## src/rtl/fle_cfg_param.sv

```systemverilog
// Fracturable logic element with a serial configuration chain.
// A K-input LUT (splittable into two (K-1)-input LUTs) feeds two optional
// output flip-flops. Configuration is shifted in through ccff_head and
// passes on to the next tile through ccff_tail, tracked by a bit counter
// and a small load state machine that flags short loads.
module fle_cfg_param #(
  parameter int K = 4
) (
  input  logic         clk,
  input  logic         reset,
  input  logic [K-1:0] fle_in,
  input  logic         ff_ce,
  input  logic         ff_set,
  input  logic         ccff_en,
  input  logic         ccff_head,
  output logic [1:0]   fle_out,
  output logic         ccff_tail,
  output logic         cfg_done,
  output logic         cfg_err
);

  localparam int LUT_BITS = 2 ** K;
  localparam int CFG_BITS = LUT_BITS + 3;
  localparam int CNT_W    = $clog2(CFG_BITS + 1);
  localparam logic [CNT_W-1:0] CNT_FULL = CNT_W'(CFG_BITS);

  typedef enum logic [1:0] {
    ST_UNCFG = 2'd0,
    ST_LOAD  = 2'd1,
    ST_READY = 2'd2
  } state_e;

  state_e                state_q;
  logic [CNT_W-1:0]      cnt_q;
  logic                  cfg_done_q;
  logic                  cfg_err_q;
  logic [CFG_BITS-1:0]   cfg_q;
  logic [CFG_BITS-1:0]   cfg_d;
  logic [LUT_BITS-1:0]   lut;
  logic                  frac;
  logic                  ready;

  // Next value of the configuration shift register.
  always_comb begin
    cfg_d = cfg_q;
    if (ccff_en) begin
      cfg_d = {cfg_q[CFG_BITS-2:0], ccff_head};
    end
  end

  // Configuration shift register; keeps shifting past a full load so extra
  // bits flow through to downstream tiles.
  always_ff @(posedge clk) begin
    if (reset) begin
      cfg_q <= '0;
    end else begin
      cfg_q <= cfg_d;
    end
  end

  // Load state machine with saturating bit counter and registered status.
  always_ff @(posedge clk) begin
    if (reset) begin
      state_q    <= ST_UNCFG;
      cnt_q      <= '0;
      cfg_done_q <= 1'b0;
      cfg_err_q  <= 1'b0;
    end else begin
      case (state_q)
        ST_UNCFG, ST_READY: begin
          // The edge that enters LOAD is itself a shift, so it counts.
          if (ccff_en) begin
            state_q    <= ST_LOAD;
            cnt_q      <= CNT_W'(1);
            cfg_done_q <= 1'b0;
            cfg_err_q  <= 1'b0;
          end
        end
        ST_LOAD: begin
          if (ccff_en) begin
            if (cnt_q != CNT_FULL) begin
              cnt_q <= cnt_q + CNT_W'(1);
            end
          end else if (cnt_q == CNT_FULL) begin
            state_q    <= ST_READY;
            cfg_done_q <= 1'b1;
          end else begin
            state_q   <= ST_UNCFG;
            cfg_err_q <= 1'b1;
          end
        end
        default: begin
          state_q    <= ST_UNCFG;
          cfg_done_q <= 1'b0;
        end
      endcase
    end
  end

  assign ready     = (state_q == ST_READY);
  assign lut       = cfg_q[LUT_BITS-1:0];
  assign frac      = cfg_q[LUT_BITS];
  assign ccff_tail = cfg_q[CFG_BITS-1];
  assign cfg_done  = cfg_done_q;
  assign cfg_err   = cfg_err_q;

  // One slice per output: LUT half select, output flip-flop and output mux.
  for (genvar gi = 0; gi < 2; gi++) begin : g_out
    logic [K-1:0] idx;
    logic         comb;
    logic         out_reg;
    logic         ff_d;
    logic         ff_q;

    // In fractured mode the top address bit is replaced by the output number.
    assign idx     = frac ? {1'(gi), fle_in[K-2:0]} : fle_in;
    assign comb    = lut[idx];
    assign out_reg = cfg_q[LUT_BITS+1+gi];

    // Flip-flop next state: cleared while unconfigured, set beats enable.
    always_comb begin
      ff_d = ff_q;
      if (!ready) begin
        ff_d = 1'b0;
      end else if (ff_set) begin
        ff_d = 1'b1;
      end else if (ff_ce) begin
        ff_d = comb;
      end
    end

    // Output flip-flop storage.
    always_ff @(posedge clk) begin
      if (reset) begin
        ff_q <= 1'b0;
      end else begin
        ff_q <= ff_d;
      end
    end

    assign fle_out[gi] = ready & (out_reg ? ff_q : comb);
  end

endmodule

```

## config.mk

```make
export PLATFORM = sky130hd
export DESIGN_NAME = fle_cfg_param
export DESIGN_NICKNAME = d
export VERILOG_FILES = /design/src/rtl/fle_cfg_param.sv
export SDC_FILE = /design/constraint.sdc
export NUM_CORES = 1
export LEC_CHECK = 0
export ABC_AREA = 0
export CORE_UTILIZATION = 61
export CTS_BUF_LIST = sky130_fd_sc_hd__clkbuf_16
export DETAILED_ROUTE_END_ITERATION = 10
export DONT_BUFFER_PORTS = 1
export GPL_TIMING_DRIVEN = 0
export PLACE_DENSITY = 0.87
export SLEW_MARGIN = 20
export SYNTH_ARGS = -nofsm -noshare
export SYNTH_HDL_FRONTEND = slang
export SYNTH_SLANG_ARGS = --single-unit
```

## constraint.sdc

```tcl
create_clock -name clk -period 3.2 [get_ports clk]
set_input_delay 0.64 -clock clk [delete_from_list [all_inputs] [get_ports clk]]
set_output_delay 0.64 -clock clk [all_outputs]
set_load 0.03 [all_outputs]
```

### After elaboration in Yosys (flattened, before gate mapping)

Cells that the tools add are included.

* add/sub/neg operators: 1
* magnitude comparators: 2
* equal/unequal tests: 10
* multiplexer cells: 27
* bitwise operators: 3
* reductions and logical operators: 9

Operator list (count)
* 5-bit 2-to-1 mux: 3
* 1-bit 2-to-1 mux: 13
* 2-bit inequality test, second input constant: 6
* 4-bit by 5-bit < comparator with 1-bit output, second input constant: 2
* 5-bit case mux with 2 select lines: 1
* 1-bit binary-select mux with 4-bit select: 2
* 4-bit 2-to-1 mux: 2
* 4-bit AND reduction: 2
* 2-bit 2-to-1 mux: 3
* 5-bit by 1-bit adder with 5-bit output, second input constant: 1
* 5-bit equality test, second input constant: 1
* 5-bit inequality test, second input constant: 1
* 1-bit case mux with 2 select lines: 2
* 2-bit case mux with 2 select lines: 1
* 2-bit nonzero test: 2
* 2-bit OR reduction: 2
* 3-bit AND reduction: 1
* 1-bit AND: 2
* 2-bit by 1-bit equality test with 1-bit output, second input constant: 1
* 2-bit equality test, second input constant: 1
* 2-bit logical NOT: 1
* 2-bit AND reduction: 1
* 1-bit NOT: 1

* register bits after elaboration: 30
* input port bits: 10
* output and inout bits: 5
* logic and storage cells: 59

### Longest topological paths before layout

Gate-level depths: netlist of the first run.

* depth in word-level cells: 5
* depth in mapped cells: 5
* depth with buffers taken out: 4

### Least setup slack after synthesis of the first run

No wires, ideal clock.

* kind: input-to-output
* start point: input port fle_in[0]
* end point: output port fle_out[1]
* arrival: 1.913 ns
* data required time: 2.560 ns
* slack: 0.647 ns
* stages: 4
* buffers on the path: 0
* cells stage by stage: mux4_1 -> mux2_2 -> nor3_2 -> a2111oi_2

* cells in the longest elaborated chain, start to end: 5

RTL lines
* from (decl): line 11 `input logic [K-1:0] fle_in,`
* 4-bit 2-to-1 mux: line 116 `assign idx = frac ? {1'(gi), fle_in[K-2:0]} : fle_in;`
* 1-bit binary-select mux with 4-bit select: line 117 `assign comb = lut[idx];`
* 1-bit 2-to-1 mux (not written as such): line 117
* 1-bit 2-to-1 mux: line 141 `assign fle_out[gi] = ready & (out_reg ? ff_q : comb);`
* 1-bit AND: line 141
* to (decl): line 16 `output logic [1:0] fle_out,`

No other way between the ends. The select of a mux whose other input is x is not followed.

### Worst setup path after layout of the first run

Same ends and word-level chain as after synthesis.

==> flow_metrics.py, run 1 <==
metrics = {
    "setup_path": {
        "r2r_start": "cfg_q[9]$_SDFFE_PP0P_",
        "cp_top_family": "compound AO/OA/AOI/OAI gates",
        "crit_type": "in2out",
        "worst_path_max_delay_cell": "a2111oi_2",
        "startpoint_type": "primary input",
        "path_cells": "mux4_1 > mux2_2 > nor3_2 > a2111oi_2",
        "cp_slowest_stage_delay_ps": 770,
        "critPathBufInv": 0,
        "endpoint_kind": "output pin",
        "r2r_end": "g_out[1].ff_q$_SDFFE_PP0P_",
        "cp.required_ps": 2560,
        "reg2regPathDepth": 4,
        "path_max_fanout": 4,
        "r2r_slack_ps": 1680,
        "worstPathArrival_ps": 2020,
    },
    "die": {
        "core_area_sq_um": 2060,
        "dieArea_sq_um": 2480,
        "die_h_um": 49.8,
        "num_io_pins": 15,
        "dieWidth_um": 49.8,
        "rows": 16,
        "initial_core_util_pct": 67.7,
    },
    "synthesis": {
        "yosysSeqAreaShare_pct": 43.0,
        "yosys_register_bits": 30,
        "synth_nets": 146,
        "synth_top_area_share_pct": 43.0,
        "syn-cell-area_sq_um": 1400,
        "synth_area_leaders": "dfxtp_1 43%, mux2i_1 14%, mux4_1 7.5%",
        "synthCells": 135,
        "synth.distinct_cells": 33,
        "yosysTopAreaCell": "dfxtp_1",
        "syn_area_per_cell_sq_um": 10.3,
        "yosys_warnings": 0,
    },
    "place": {
        "placed_cell_area_sq_um": 1430,
        "gp_congestion": 0.729,
        "hpwl_mm": 1.89,
        "port_buffers": 0,
        "post-place-ws_ps": 540,
    },
    "sta": {
        "finalMaxSlewViolations": 0,
        "max_slew.worst_pin.slew_ps": 921,
        "max_freq_mhz": 376,
        "timing.setup.tns_ps": 0,
        "rsz0062_at_grt": "no",
        "holdWs_ps": 514,
        "fin_ws_ps": 541,
        "setup_viol_count_final": 0,
        "fin_crit_ps": 2660,
        "relSlewSlack_pct": 38.5,
        "fin_crit_sh_pct": 83.1,
        "finalClockSkew_ps": 4.51,
        "hold_violations": 0,
    },
    "power_and_ir_drop": {
        "powerDensity_nw_per_um2": 542,
        "p_leak_nw": 0.651,
        "finalPower_w": 0.000848,
        "worst_ir_drop_vdd_v": 0.000643,
    },
    "grt": {
        "grt_pass1_wl_mm": 4.42,
        "grt_max_degree": 11,
        "antenna_found_initial": 0,
        "grt_usage_pct": 24.3,
        "grt_remaining_overflow": 0,
        "grt_pass1_vias": 1037,
    },
    "final_layout": {
        "fin_nets": 153,
        "final_common_cell": "dfxtp_1",
        "syn2layout_area_growth_pct": 12.1,
        "fin_area_sq_um": 1560,
        "layout_common_cells": "30 x dfxtp_1, 28 x nor2_1, 19 x mux2i_1",
        "fillers": 134,
        "drive_above_1_share_pct": 14.8,
        "n_antenna_cell": 0,
    },
    "clocking": {
        "ctsHoldBuffers": 0,
        "cts_tree": "built",
        "cts.sinks": 30,
        "clk_latency_ps": 270,
        "htreeDepth": 2,
        "clk_pin_slew_worst_paths_ps": 40,
        "post-cts-setup-buffers": 0,
        "cts_resized": 0,
        "clockBufferDepth": 2,
        "cts_root_buffer": "clkbuf_16",
        "cts_buffers": 5,
    },
    "hold_path": {
        "worstHoldStart": "cfg_q[3]$_SDFFE_PP0P_",
        "hold_path_depth": 2,
        "hp-class": "reg2reg",
        "holdPathEnd": "cfg_q[3]$_SDFFE_PP0P_",
    },
    "drt": {
        "detail_route.iter0.violations": 30,
        "drt-pass1-iter-count": 4,
        "met1_length_mm": 1.09,
        "dr_wl_met3_um": 120,
        "drc": 0,
        "wl_per_cell_um": 15.6,
        "ant_nets": 0,
        "dr_wl_met2_mm": 1.40,
        "drt-vias-per-instance": 6.11,
        "vias": 1032,
        "wl_mm": 2.64,
        "top_layer_used": "met4",
    },
    "job": {
        "cap_viol_max_count": 0,
    },
    "run_status": {
        "status": "completed",
    },
}
-- per-stage QoR --
| stage | cells | util [%] |
|---|---|---|
| after floorplan | 135 | - |
| after global placement | 162 | 69.3 |
| after detailed placement | 162 | 69.3 |
| after CTS | 169 | 75.8 |
| after global routing | 169 | 75.8 |
| final | 169 | 75.8 |
-- worst max path at each step --
stage,from,to,slack (ps),cells after the start
2_1_floorplan,fle_in[0],fle_out[1],650,4
3_3_place_gp,fle_in[0],fle_out[1],580,4
3_5_place_dp,fle_in[2],fle_out[1],540,4
4_1_cts,fle_in[2],fle_out[1],540,4
5_1_grt,fle_in[2],fle_out[1],500,4
6_report,fle_in[0],fle_out[1],540,4
-- logic make-up (layout without fill, tap and decap cells) --
group           Yosys count  in the layout  synth area share, %
fa+ha+maj                 1              1                0.897
xor+xnor                  2              2                 1.26
mux                      25             25                 23.0
simple gates             50             50                 19.3
flops                    30             30                 43.0
compound gates           17             17                 9.51
buf+inv                  10             17                 2.96
-- layer usage --
layer / global-route usage [%] / up-vias
met5: 0 / -
met4: 6.67 / 0
met1: 25.3 / 492
met2: 44.8 / 27
li1: - / 509
met3: 8.95 / 4
-- synthesized netlist by cell type (all sizes together) --
master    n
o21ai     3
nor4      1
a31oi     2
and4b     1
nor2b     2
nand2     1
ha        1
nand4     7
nand3     2
a21oi     2
mux2      2
o21bai    1
and3      1
a31o      1
buf       3
nor3      3
o21ba     1
mux2i    19
a211o     1
and2b     1
clkbuf    3
dfxtp    30
a21boi    2
mux4      4
nor2     28
xor2      2
nand2b    2
a2111oi   2
inv       4
nand4b    1
a211oi    2
-- registers in the layout (all words and copies together), names as in the netlist --
name        cells
cfg_done        1
cfg_err         1
cfg_q          19
cnt_q           5
g_out.ff_q      2
state_q         2
-- layout make-up --
| class | count | area, sq um | share of cell area, % |
|---|---|---|---|
| multi-input cells | 95 | 753 | 48.2 |
| clock inverters | 2 | 10.0 | 0.640 |
| plain buffers | 6 | 26.3 | 1.68 |
| clock buffers | 5 | 125 | 8.00 |
| inverters | 4 | 15.0 | 0.960 |
| flip-flops and latches | 30 | 601 | 38.4 |
| well taps | 27 | 33.8 | 2.16 |
-- power by group --
group	switching [W]	leakage, nW	internal (W)
Clock	0.000146	0.0694	0.000279
Combinational	0.0000223	0.339	0.0000174
Sequential	0.00000418	0.243	0.000379
-- worst register-to-register path: cells and delay by family (launching register included) --
family,cells,cell delay [ps]
DFF,1,320
and+or+nand+nor,2,220
muxes,2,850
Note: power is estimated with default switching activity, not from simulation.
==> run 2, diff against run 1 <==
- clock period: 3.2 -> 2.45 ns (I/O delays scaled with it)
==> run 2 against run 1 <==
Compared with the run above:
- wire length is 11% higher
- non-clock buffer count stayed put
- clock power is 31% higher
- worst setup slack worse by 430 ps
- clock skew is 0.67 ps higher
- via count is 3.6% higher
- sequential cell count stayed put
- sequential share of layout area is 0.60 points lower
- first-iteration DRC count is 70% higher
- highest routed layer unchanged
==> flow_metrics.py, run 2 (synthesized netlist as in run 1, its figures left out) <==
metrics = {
    "clocking": {
        "cts_root_buffer": "clkbuf_16",
        "cts_buffers": 5,
        "cts_tree": "built",
        "ctsHoldBuffers": 0,
        "clockBufferDepth": 2,
        "cts.sinks": 30,
        "clk_latency_ps": 270,
        "clk_pin_slew_worst_paths_ps": 50,
        "htreeDepth": 2,
    },
    "sta": {
        "max_freq_mhz": 428,
        "max_slew.worst_pin.slew_ps": 621,
        "setup_viol_count_final": 0,
        "finalMaxSlewViolations": 0,
        "holdWs_ps": 388,
        "hold_violations": 0,
        "relSlewSlack_pct": 58.2,
        "finalClockSkew_ps": 5.18,
        "fin_crit_sh_pct": 95.3,
        "fin_crit_ps": 2340,
        "rsz0062_at_grt": "no",
        "timing.setup.tns_ps": 0,
    },
    "power_and_ir_drop": {
        "worst_ir_drop_vdd_v": 0.000838,
        "pwr-share-clk_pct": 50.1,
        "p_comb_share_pct": 4.9,
        "p_sw_w": 0.000232,
        "powerDensity_nw_per_um2": 701,
        "seq_power_share_pct": 45.0,
        "power.internal_w": 0.000882,
        "netSwitchingFraction_pct": 20.8,
        "p_leak_nw": 0.652,
    },
    "grt": {
        "grt_max_degree": 11,
        "grt_pass1_vias": 1037,
        "grt_remaining_overflow": 0,
        "antenna_found_initial": 0,
        "grt_pass1_wl_mm": 4.42,
        "grt_usage_pct": 24.3,
    },
    "final_layout": {
        "fin_nets": 153,
        "drive_above_1_share_pct": 14.8,
        "syn2layout_area_growth_pct": 13.9,
        "fillers": 128,
        "fin_area_sq_um": 1590,
        "reg_top3": "cfg_q (19), cnt_q (5)",
        "layout_common_cells": "30 x dfxtp_1, 28 x nor2_1, 19 x mux2i_1",
        "utilization_pct": 77.1,
        "final_common_cell": "dfxtp_1",
        "largest_register_ff_count": 19,
        "largest-register": "cfg_q",
        "n_antenna_cell": 0,
    },
    "die": {
        "num_io_pins": 15,
        "dieWidth_um": 49.8,
        "rows": 16,
        "core_area_sq_um": 2060,
        "dieArea_sq_um": 2480,
        "initial_core_util_pct": 67.7,
        "die_h_um": 49.8,
    },
    "setup_path": {
        "crit_type": "reg2out",
        "cp.required_ps": 1960,
        "startpoint_type": "flip-flop",
        "worstPathArrival_ps": 1850,
        "endpoint_kind": "output pin",
        "path_max_fanout": 4,
    },
    "place": {
        "gp_congestion": 0.729,
        "hpwl_mm": 1.89,
        "port_buffers": 0,
        "placed_cell_area_sq_um": 1430,
    },
    "drt": {
        "wl_mm": 2.92,
        "wl_per_cell_um": 17.3,
        "drt-vias-per-instance": 6.33,
        "detail_route.iter0.violations": 51,
        "drt-pass1-iter-count": 4,
        "drc": 0,
        "vias": 1069,
        "ant_nets": 0,
    },
    "run_status": {
        "status": "completed",
    },
    "job": {
        "cap_viol_max_count": 0,
    },
    "hold_path": {
        "hp-class": "in2reg",
    },
}
-- run 2: cell count changes in the layout (fill, tap and decap cells not counted) --
| cell | change |
|---|---|
| a2111oi_4 | +2 |
| a2111oi_2 | -2 |
-- run 2: power groups by stage --
stage	logic (W)	registers [W]	clock network, W
4_1_cts	0.0000519	0.000500	0.000563
3_3_place_gp	0.0000496	0.000509	0
3_5_place_dp	0.0000514	0.000509	0
5_1_grt	0.0000592	0.000500	0.000586
6_report	0.0000548	0.000500	0.000558
2_1_floorplan	0.0000437	0.000508	0
-- run 2: worst paths after layout --
path | start | slack [ps] | end | cells past startpoint
hold / removal | ff_set | 390 | g_out[0].ff_q$_SDFFE_PP0P_ | 2
setup / recovery | cfg_q[11]$_SDFFE_PP0P_ | 110 | fle_out[0] | 4
setup reg to reg | state_q[0]$_SDFFE_PP0P_ | 910 | cnt_q[2]$_SDFFE_PP0P_ | 4
hold reg to reg | cfg_q[3]$_SDFFE_PP0P_ | 510 | cfg_q[3]$_SDFFE_PP0P_ | 2
-- run 2: final cells by class --
type	instances	area [sq um]	share of cell area (%)
multi-input cells	95	778	49.0
flip-flops and latches	30	601	37.8
clock buffers	5	125	7.87
well taps	27	33.8	2.13
plain buffers	6	26.3	1.65
inverters	4	15.0	0.945
clock inverters	2	10.0	0.630
-- run 2: what timing repair did --
item                       4_1_cts  5_1_grt
setup buffers                    0        0
setup endpoints to repair        0        2
gates resized for setup          0        2
-- run 2: critical path, cell delays in order (launching register included) --
cell	delay [ps]
dfxtp_1	320
mux4_1	500
mux2_2	340
nor3_2	290
a2111oi_4	120
-- run 2: per-stage QoR --
step                      power [W]  setup slack, ps  instances
final                       0.00111              115        169
after CTS                   0.00111             25.3        169
after global routing        0.00115              101        169
after global placement     0.000558              130        162
after detailed placement   0.000561             90.0        162
after floorplan            0.000552              197        135
-- run 2: per-layer routing --
layer / vias to the layer above / global-route usage (%) / part of all wire (%)
met5: - / 0 / 0
met4: 0 / 6.67 / 2.9
met3: 12 / 8.95 / 5.3
met2: 35 / 44.8 / 54
met1: 514 / 25.3 / 38
li1: 508 / - / -
